`src/rtl/fetch_pkg.sv`:
```
// Shared types and constants for the instruction-fetch front end.
package fetch_pkg;

  localparam int INSTR_W = 32;
  localparam int ADDR_W  = 32;

  localparam logic [ADDR_W-1:0]  PC_STEP   = ADDR_W'(4);
  localparam logic [INSTR_W-1:0] NOP_INSTR = 32'h0000_0000;

  typedef struct packed {
    logic [ADDR_W-1:0]  pc;
    logic [ADDR_W-1:0]  pc_plus4;
    logic [INSTR_W-1:0] instr;
  } if_id_t;

endpackage

```
`src/rtl/if_id_reg.sv`:
```
// IF/ID pipeline register: a valid bit plus the fetched payload.
// Controls: clear (drop valid) wins over load (capture d); otherwise hold.
module if_id_reg
  import fetch_pkg::*;
(
  input  logic   clk,
  input  logic   rst_n,
  input  logic   load,
  input  logic   clear,
  input  if_id_t d,
  output logic   valid,
  output if_id_t q
);

  // Valid bit: clear beats load, otherwise hold.
  always_ff @(posedge clk or negedge rst_n) begin
    if (!rst_n) begin
      valid <= 1'b0;
    end else if (clear) begin
      valid <= 1'b0;
    end else if (load) begin
      valid <= 1'b1;
    end
  end

  // Payload only changes on a load; a clear leaves the stale word in place.
  always_ff @(posedge clk or negedge rst_n) begin
    if (!rst_n) begin
      q <= '{pc: '0, pc_plus4: '0, instr: NOP_INSTR};
    end else if (load && !clear) begin
      q <= d;
    end
  end

endmodule

```
`src/rtl/fetch_stage.sv`:
```
// Instruction-fetch front end: PC register, next-PC selection and the
// IF/ID register feeding decode over a valid/ready handshake.
// Optional feature macro: FETCH_BOUND_CHECK_EN (sticky out-of-range fault).
module fetch_stage
  import fetch_pkg::*;
#(
  parameter logic [ADDR_W-1:0] RESET_PC  = 32'h0000_0000,
  parameter int                MEM_BYTES = 256
) (
  input  logic               clk,
  input  logic               rst_n,
  output logic [ADDR_W-1:0]  imem_addr,
  input  logic [INSTR_W-1:0] imem_instr,
  input  logic               redirect_valid,
  input  logic [ADDR_W-1:0]  redirect_pc,
  input  logic               flush,
  input  logic               id_ready,
  output logic               if_valid,
  output logic [ADDR_W-1:0]  if_pc,
  output logic [ADDR_W-1:0]  if_pc_plus4,
  output logic [INSTR_W-1:0] if_instr,
  output logic               fault
);

  if ((MEM_BYTES % 4) != 0 || MEM_BYTES < 4 || RESET_PC[1:0] != 2'b00) begin : g_bad_params
    $error("fetch_stage: MEM_BYTES must be a multiple of 4 and RESET_PC 4-byte aligned");
  end

  logic [ADDR_W-1:0] pc, pc_d;
  logic              advance;
  logic              load, clear;
  if_id_t            slot_d, slot_q;
  logic [1:0]        unused_redirect_lsb;

  assign unused_redirect_lsb = redirect_pc[1:0];
  assign advance   = !if_valid || id_ready;
  assign imem_addr = pc;

`ifdef FETCH_BOUND_CHECK_EN
  localparam logic [ADDR_W-1:0] LAST_PC = ADDR_W'(MEM_BYTES - 4);
  logic fault_q, fault_d;
  logic oob;

  assign oob   = pc > LAST_PC;
  assign fault = fault_q;

  // Sticky fault flag; only reset or a redirect clears it.
  always_ff @(posedge clk or negedge rst_n) begin
    if (!rst_n) fault_q <= 1'b0;
    else        fault_q <= fault_d;
  end
`else
  assign fault = 1'b0;
`endif

  // Next-PC and slot control: redirect > flush > fault hold > advance > stall.
  always_comb begin
    pc_d  = pc;
    load  = 1'b0;
    clear = 1'b0;
`ifdef FETCH_BOUND_CHECK_EN
    fault_d = fault_q;
`endif
    if (redirect_valid) begin
      pc_d  = {redirect_pc[ADDR_W-1:2], 2'b00};
      clear = 1'b1;
`ifdef FETCH_BOUND_CHECK_EN
      fault_d = 1'b0;
`endif
    end else if (flush) begin
      clear = 1'b1;
`ifdef FETCH_BOUND_CHECK_EN
    end else if (fault_q) begin
      // frozen until a redirect
    end else if (advance && oob) begin
      fault_d = 1'b1;
      clear   = 1'b1;
`endif
    end else if (advance) begin
      load = 1'b1;
      pc_d = pc + PC_STEP;
    end
  end

  // Program counter register.
  always_ff @(posedge clk or negedge rst_n) begin
    if (!rst_n) pc <= RESET_PC;
    else        pc <= pc_d;
  end

  assign slot_d = '{pc: pc, pc_plus4: pc + PC_STEP, instr: imem_instr};

  if_id_reg u_if_id_reg (
    .clk   (clk),
    .rst_n (rst_n),
    .load  (load),
    .clear (clear),
    .d     (slot_d),
    .valid (if_valid),
    .q     (slot_q)
  );

  assign if_pc       = slot_q.pc;
  assign if_pc_plus4 = slot_q.pc_plus4;
  assign if_instr    = slot_q.instr;

endmodule

```
`config.mk`:
```
export PLATFORM = sky130hd
export DESIGN_NAME = fetch_stage
export DESIGN_NICKNAME = d
export VERILOG_FILES = /design/src/rtl/fetch_pkg.sv /design/src/rtl/if_id_reg.sv /design/src/rtl/fetch_stage.sv
export SDC_FILE = /design/constraint.sdc
export NUM_CORES = 1
export LEC_CHECK = 0
export ABC_CLOCK_PERIOD_IN_PS = 3150
export CAP_MARGIN = 20
export CORE_MARGIN = 1
export CORE_UTILIZATION = 49
export CTS_BUF_LIST = sky130_fd_sc_hd__clkbuf_4
export DETAILED_ROUTE_END_ITERATION = 10
export PLACE_DENSITY = 0.88
export RECOVER_POWER = 50
export SLEW_MARGIN = 20
export SYNTH_ARGS = -nofsm -noshare
export SYNTH_HDL_FRONTEND = slang
export SYNTH_HIERARCHICAL = 1
export SYNTH_SLANG_ARGS = --single-unit
```
`constraint.sdc`:
```
create_clock -name clk -period 3.15 [get_ports clk]
set_input_delay 0.7875 -clock clk [delete_from_list [all_inputs] [get_ports clk]]
set_output_delay 0.7875 -clock clk [all_outputs]
set_load 0.02 [all_outputs]
```
* Word-level counts from Yosys, hierarchy flattened
Cells that the tools add are included.
** Cells by class
- Equal/unequal tests :: 1
- $add $sub $neg :: 1
- Multiplexer cells :: 10
- Reductions and logical operators :: 7
** Operators by type and width (count)
- 2-to-1 mux 32 bit :: 3
- adder 32 x 3 -> 32 bit (second input constant) :: 1
- 2-to-1 mux 1 bit :: 7
- nonzero test 2 bit :: 2
- logical NOT 1 bit :: 2
- != test 2 bit (second input constant) :: 1
- AND reduction 2 bit :: 1
- logical AND 1 bit :: 1
- logical OR 1 bit :: 1
** Storage, ports and cells
- Input port bits :: 69
- Output and inout bits :: 130
- Word-level logic and storage cells :: 24
- Bits in registers :: 129

* Depth between registers and ports, before layout
Gate-level depths: netlist (run 1).
- Depth after elaboration :: 7
- Depth in mapped cells :: 10
- Depth with buffers taken out :: 6

* Modules after synthesis
Netlist (run 1), hierarchy kept.
** Modules (own cells, without submodules)
- if_id_reg :: seq. area each 2427.3 µm², area each 3811.2 µm², instances 1, cells each 207
- fetch_stage :: seq. area each 750.7 µm², area each 2628.8 µm², instances 1, cells each 330

* Worst setup path after synthesis (run 1)
No wires, ideal clock.
- Kind :: input port to flip-flop
- From :: input id_ready
- To :: register u_if_id_reg/q[18] in the netlist's numbering
- Setup time :: 0.125 ns
- Stages :: 10
- Arrival :: 2.545 ns
- Required time :: 3.025 ns
- Buffers on the path :: 5
- Path slack :: 0.480 ns
- Cell sequence :: nor2b_1 or2_2 clkbuf_1 clkbuf_1 nor2_1 nor2b_4 buf_6 buf_8 buf_12 mux2_4
** On the way
- Longest elaborated chain between the ends :: 5
** Ends and longest elaborated chain
- start, declared :: line fetch_stage.sv:17 : input logic id_ready,
- logical OR 1 bit :: line fetch_stage.sv:36 : assign advance = !if_valid || id_ready;
- 2-to-1 mux 1 bit :: line fetch_stage.sv:79 : end else if (advance) begin
- 2-to-1 mux 1 bit :: line fetch_stage.sv:70 : end else if (flush) begin
- 2-to-1 mux 1 bit :: line fetch_stage.sv:64 : if (redirect_valid) begin
- net load :: line fetch_stage.sv:31 : logic load, clear;
- logical AND 1 bit :: line if_id_reg.sv:30 : end else if (load && !clear) begin
- end signal, assigned :: line if_id_reg.sv:29 : q <= '{pc: '0, pc_plus4: '0, instr: NOP_INSTR};
- end, declared :: line if_id_reg.sv:12 : output if_id_t q
The timed path passes the listed nets, and every way through them passes these cells.
A chain may end at the register's enable or synchronous reset.

* Worst setup path after layout (run 1)
- From :: input flush
- To :: register u_if_id_reg/q[60] in the netlist's numbering
** On the way
- Longest elaborated chain between the ends :: 4
- Elaborated cells on any way between the ends :: 6
- Classes of those cells :: mux (4); reduce/logical (2)
** Ends and longest elaborated chain
- start, declared :: line fetch_stage.sv:16 : input logic flush,
- 2-to-1 mux 1 bit :: line fetch_stage.sv:70
- 2-to-1 mux 1 bit :: line fetch_stage.sv:64
- net clear :: line fetch_stage.sv:31
- logical NOT 1 bit :: line if_id_reg.sv:30
- logical AND 1 bit :: line if_id_reg.sv:30
The timed path passes the listed nets, and every way through them passes these cells.

==> qor.yml, run 1 <==
dr.pass1.iters: 8
final_cell_mix: "clkdlybuf4s50_1 (190), dfrtp_1 (127), mux2_2 (56)"
dp_hpwl_mm: 11.57
vias: 4863
core_mm2: 0.01272
placed_cells: 858
io_buffers: 193
syn_to_final_growth_pct: 29.76
cts-root-buf: "clkbuf_4"
numCtsBuffers: 17
cts_tree: "built"
seq_area_mm2: 0.003178
ioPinCount: 199
ctsResizeCount: 0
grt_max_degree: 78
skew_ns: 0.01651
post_cts_buffers: 0
min_delay_path_depth: 1
status: "complete, but fails checks"
worst_pin_slew_ns: 2.013
p_sw_frac: 0.3337
grt_pass1_wl_mm: 25.60
drc: 0
max_freq_mhz: 360.4
drt_iter0_drc: 319
routed_via_density: 5.476
crit_path_start_kind: "primary input"
die_x_um: 116.6
p_clk_frac: 0.204
final_util: 0.6569
critical_path_arrival_ns: 3.20
ys_seq_elements: 127
synthCells: 537
violations: "max-capacitance violations, max-slew violations"
die_area_mm2: 0.01360
drive_gt1_frac: 0.1536
critPathMaxFanout: 69
powerDensity_mw_per_mm2: 615.3
wl_per_cell_um: 18.19
tns_ns: 0
hold_buffers: 0
yosysTopAreaCell: "dfrtp_1"
chipHeight_um: 116.6
ys_warn_count: 6
synth_cell_types: 49
grt_pass1_vias: 4918
ys_top_cells_by_area: "dfrtp_1 (49%), mux2_2 (9.8%), mux2_4 (9.3%)"
cp_cell_sequence: "dlygate4sd3_1 > clkbuf_1 > or2_2 > nor2b_4 > buf_4 > mux2_2"
worstSetupEndpointType: "flop"
finalMaxSlewViolations: 77
antenna_cells: 0
period_share: 0.8809
p_leak_uw: 0.003302
ys_seq_area_frac: 0.4935
cp_slowest_cell: "buf_4"
grt.total_usage: 0.2487
postRouteAntennaNets: 0
cap_violations: 1
fillers: 1029
vdd_drop_max_mv: 0.3318
initial_utilization: 0.5062
setup_viol: 0
finalHoldViolCount: 0
reg2regPathDepth: 5
clock_sinks: 127
switching_power_uw: 1716
synth.top_cell.area_share: 0.4935
gp_congestion: 0.8643
synth_area_mm2: 0.006440
period_needed_ns: 2.775
clk_path_buf_depth: 2
power.internal_uw: 3426
maxSlewHeadroom: -0.3422
criticalPathCategory: "in -> reg"
p_seq_frac: 0.436
multi_input_area_mm2: 0.002663
grt_overflow: 0
nets: 775
cts_max_level: 4
fp-row-count: 41
wl_mm: 16.15
hold_path_class: "reg -> reg"
final_common_cell: "clkdlybuf4s50_1"
pwr-share-comb: 0.360
cp.required_ns: 3.57
fin_cells: 888
antenna_found_initial: 0
path_clk_slew_ns: 0.09
cp_slowest_stage_delay_ns: 0.68
rsz0062_at_grt: "false"
worstSkewPairLatency_ns: 0.54
synth_area_per_cell_um2: 11.99
-- critical path: cells and delay by family --
family                 cells  cell delay, ns
buffers and inverters      3            1.46
multiplexers               1            0.42
AND/OR/NAND/NOR            2            0.45
-- registers in the layout, summed over array words and instances (netlist names) --
| register | flops |
|---|---|
| u_if_id_reg/q | 96 |
| u_if_id_reg/valid | 1 |
| imem_addr | 30 |
-- logic make-up after synthesis --
group           Yosys count  synth area share
xor+xnor                 34           0.04624
fa+ha+maj                 1          0.001943
compound gates           52           0.05421
buf+inv                  70           0.07616
mux                      97            0.1927
other cells               1         0.0005823
flops                   127            0.4935
simple gates            155            0.1346
-- routing by layer --
layer | track usage | routed length [µm]
met4 | 0.1013 | 308
met1 | 0.2977 | 6607
met5 | 0 | 0
met3 | 0.07680 | 1196
met2 | 0.4174 | 8041
-- power groups by stage --
stage               sequential (µW)  clock, µW  combinational, µW
floorplan                      2620          0                656
global placement               2250          0               1910
detailed placement             2280          0               1960
CTS                            2250       1080               1970
global route                   2290       1150               1960
finish                         2240       1050               1850
-- final timing paths --
path                                               start                            end  slack (ns)
min reg2reg                u_if_id_reg/q[79]$_DFFE_PN0P_  u_if_id_reg/q[79]$_DFFE_PN0P_        0.49
min in group asynchronous                          rst_n  u_if_id_reg/q[42]$_DFFE_PN0P_        0.79
max reg2reg                    imem_addr[12]$_DFFE_PN0P_  u_if_id_reg/q[57]$_DFFE_PN0P_        0.61
max in group asynchronous                          rst_n  u_if_id_reg/q[27]$_DFFE_PN0P_        0.67
max                                                flush  u_if_id_reg/q[60]$_DFFE_PN0P_        0.38
min                        u_if_id_reg/q[79]$_DFFE_PN0P_  u_if_id_reg/q[79]$_DFFE_PN0P_        0.49
-- synthesized netlist by cell type (all sizes together) --
cell    instances
dfrtp         127
mux2           96
buf            51
nor2           33
nand2          29
xnor2          20
a31oi          18
clkbuf         15
or4            15
nand4          14
xor2           14
nand3          13
o21ai          12
o31ai          10
nor3            8
nor4            7
or3             7
and4            5
o41ai           5
and2            4
inv             4
nor2b           4
or4b            4
or2             3
a22oi           2
nand4b          2
nor3b           2
nor4b           2
a21oi           1
a221o           1
a311o           1
a31o            1
a41oi           1
and3            1
conb            1
ha              1
mux2i           1
nor4bb          1
or3b            1
-- through the flow --
stage | setup WS (ns) | total power (µW) | hold WS [ns] | area (µm²)
6_report | 0.3753 | 5142 | 0.4941 | 8357
5_1_grt | 0.2314 | 5397 | 0.5124 | 8357
4_1_cts | 0.4756 | 5298 | 0.2648 | 8541
3_5_place_dp | 0.2981 | 4243 | 0.4922 | 8293
2_1_floorplan | 0.4799 | 3279 | 0.4919 | 6462
3_3_place_gp | 0.3283 | 4165 | 0.4893 | 8293
-- layout make-up --
type	instances	area share
Sequential cell	127	0.3803
Multi-Input combinational cell	346	0.3186
Timing Repair Buffer	209	0.2439
Tap cell	172	0.02575
Clock inverter	10	0.01168
Clock buffer	20	0.01797
Inverter	4	0.001797
No activity file was read; power rests on OpenSTA's default activity.
==> run 2: changes to the inputs <==
--- a/config.mk
+++ b/config.mk
@@ -7,7 +7,7 @@
 export LEC_CHECK = 0
 export ABC_CLOCK_PERIOD_IN_PS = 3150
 export CAP_MARGIN = 20
-export CORE_MARGIN = 1
+export CORE_MARGIN = 2
 export CORE_UTILIZATION = 49
 export CTS_BUF_LIST = sky130_fd_sc_hd__clkbuf_4
 export DETAILED_ROUTE_END_ITERATION = 10
==> run 2 against run 1 <==
  * The run still ends with max-capacitance violations, max-slew violations left
  * Combinational power grew 3%
  * Critical path depth is the same
  * Die area grew 3.5%
  * Final cell count grew 0.23%
  * Maximum frequency shrank 2.0%
  * Utilization grew 0.97 points
  * Design area grew 1.5%
  * Clock power grew 12%
  * Sequential share of layout area shrank 0.56 points
==> qor.yml, run 2 (synthesized netlist as in run 1, its figures left out) <==
grt_pass1_wl_mm: 27.23  # +6.4%
dr.pass1.iters: 5  # -3
path_clk_slew_ns: 0.10  # about the same
wl_mm: 16.58  # +2.6%
vdd_drop_max_mv: 0.3455  # +4.1%
multi_input_area_mm2: 0.002734  # +2.7%
syn_to_final_growth_pct: 31.69
finalMaxSlewViolations: 60  # -22%
worst_pin_slew_ns: 1.560  # -0.4533 ns
routed_via_density: 5.603  # +2.3%
die_area_mm2: 0.01408  # +3.5%
worstSetupEndpointType: "flop"
vias: 4987  # +2.5%
cts_max_level: 4  # unchanged
setup_viol: 0  # unchanged
grt_max_degree: 61  # -22%
post_cts_buffers: 0  # unchanged
cap_violations: 1  # unchanged
fp-row-count: 41  # unchanged
numCtsBuffers: 17  # unchanged
gp_congestion: 0.8714  # +0.82%
seq_area_mm2: 0.003178  # unchanged
worstSkewPairLatency_ns: 0.56  # +0.02 ns
chipHeight_um: 118.6  # +1.7%
die_x_um: 118.6  # +1.7%
largest_reg_flops: 96  # unchanged
postRouteAntennaNets: 0  # unchanged
finalPower_uw: 5337  # +3.8%
criticalPathCategory: "in -> reg"
grt_pass1_vias: 5013  # +1.9%
skew_ns: 0.02005  # +0.003542 ns
hold_path_class: "reg -> reg"
grt_overflow: 0  # unchanged
antenna_found_initial: 1  # +1
ctsResizeCount: 0  # unchanged
period_needed_ns: 2.833  # +0.05781 ns
critPathMaxFanout: 52  # -25%
maxSlewHeadroom: -0.03997  # +0.3022
io_buffers: 193  # unchanged
critical_path_arrival_ns: 3.28  # +0.08 ns
crit_path_start_kind: "primary input"
clk_path_buf_depth: 2  # unchanged
drt_iter0_drc: 397  # +24%
core_mm2: 0.01272  # unchanged
clock_sinks: 127  # unchanged
grt.total_usage: 0.2461  # -0.002567
tns_ns: 0  # unchanged
violations: "max-capacitance violations, max-slew violations"
initial_utilization: 0.5062  # unchanged
dp_hpwl_mm: 11.87  # +2.6%
drc: 0  # unchanged
cts_tree: "built"
final_cell_mix: "clkdlybuf4s50_1 (191), dfrtp_1 (127), mux2_2 (56)"
nets: 774  # -0.13%
wl_per_cell_um: 18.62  # +2.4%
final_common_cell: "clkdlybuf4s50_1"
powerDensity_mw_per_mm2: 629.3  # +2.3%
largest_register: "u_if_id_reg/q"
period_share: 0.8992  # +0.01835
p_leak_uw: 0.003358  # +1.7%
fillers: 988  # -4.0%
drive_gt1_frac: 0.1883  # +0.03465
hold_buffers: 0  # unchanged
rsz0062_at_grt: "false"
finalHoldViolCount: 0  # unchanged
cp.required_ns: 3.59  # +0.02 ns
cts-root-buf: "clkbuf_4"
status: "complete, but fails checks"
max_freq_mhz: 353.0  # -2.0%
ioPinCount: 199  # unchanged
-- run 2: changes by cell type in the layout (fill, tap and decap cells not counted), sizes merged --
cell / previous run / this run
bufinv: 2 / 3
clkinvlp: 1 / 6
dlygate4sd3: 2 / 1
clkbuf: 27 / 24
diode: 0 / 1
clkdlybuf4s50: 190 / 191
clkinv: 7 / 6
buf: 10 / 9
-- run 2: area by class of cell --
| type | count | share of cell area |
|---|---|---|
| Antenna cell | 1 | 0.0002951 |
| Clock buffer | 17 | 0.01505 |
| Clock inverter | 15 | 0.02021 |
| Inverter | 4 | 0.001770 |
| Multi-Input combinational cell | 346 | 0.3224 |
| Sequential cell | 127 | 0.3747 |
| Tap cell | 172 | 0.02538 |
| Timing Repair Buffer | 208 | 0.2402 |
-- run 2: path summary, 6_finish.rpt --
kind / start / slack, ns / cells after the start / endpoint
min reg2reg: u_if_id_reg/q[66]$_DFFE_PN0P_ / 0.50 / 1 / u_if_id_reg/q[66]$_DFFE_PN0P_
max reg2reg: u_if_id_reg/valid$_DFFE_PN0P_ / 0.65 / 6 / u_if_id_reg/q[32]$_DFFE_PN0P_
min in group asynchronous: rst_n / 0.60 / 1 / imem_addr[10]$_DFFE_PN0P_
max in group asynchronous: rst_n / 0.70 / 2 / imem_addr[15]$_DFFE_PN0P_
min: u_if_id_reg/q[66]$_DFFE_PN0P_ / 0.50 / 1 / u_if_id_reg/q[66]$_DFFE_PN0P_
max: flush / 0.32 / 6 / u_if_id_reg/q[32]$_DFFE_PN0P_
-- run 2: metrics by stage --
step | instance area [µm²] | setup WS (ns) | cells | hold WS [ns] | util
3_5_place_dp | 8285 | 0.2469 | 857 | 0.4924 | 0.6513
5_1_grt | 8481 | 0.2498 | 890 | 0.5225 | 0.6666
3_3_place_gp | 8285 | 0.2869 | 857 | 0.4900 | 0.6513
2_1_floorplan | 6462 | 0.4799 | 543 | 0.4919 | -
6_report | 8481 | 0.3174 | 890 | 0.5011 | 0.6666
4_1_cts | 8584 | 0.4533 | 889 | 0.1767 | 0.6748
-- run 2: report_power, final --
group	total [µW]	switching [µW]	internal [µW]	leakage [µW]
logic	1910	884	1020	0.00172
registers	2250	268	1980	0.00150
clock network	1180	638	542	0.000143
-- run 2: routing by layer --
layer	up-vias	routed length, µm	global-route usage
li1	2250	-	-
met5	-	0	0
met2	227	8229	0.3926
met4	0	465	0.1094
met1	2472	6819	0.3157
met3	38	1061	0.06371
-- run 2: critical path, stage by stage --
cell,delay (ns)
dlygate4sd3_1,0.64
or2_2,0.34
nor2_1,0.12
nor2b_1,0.19
clkbuf_4,0.75
mux2_2,0.42
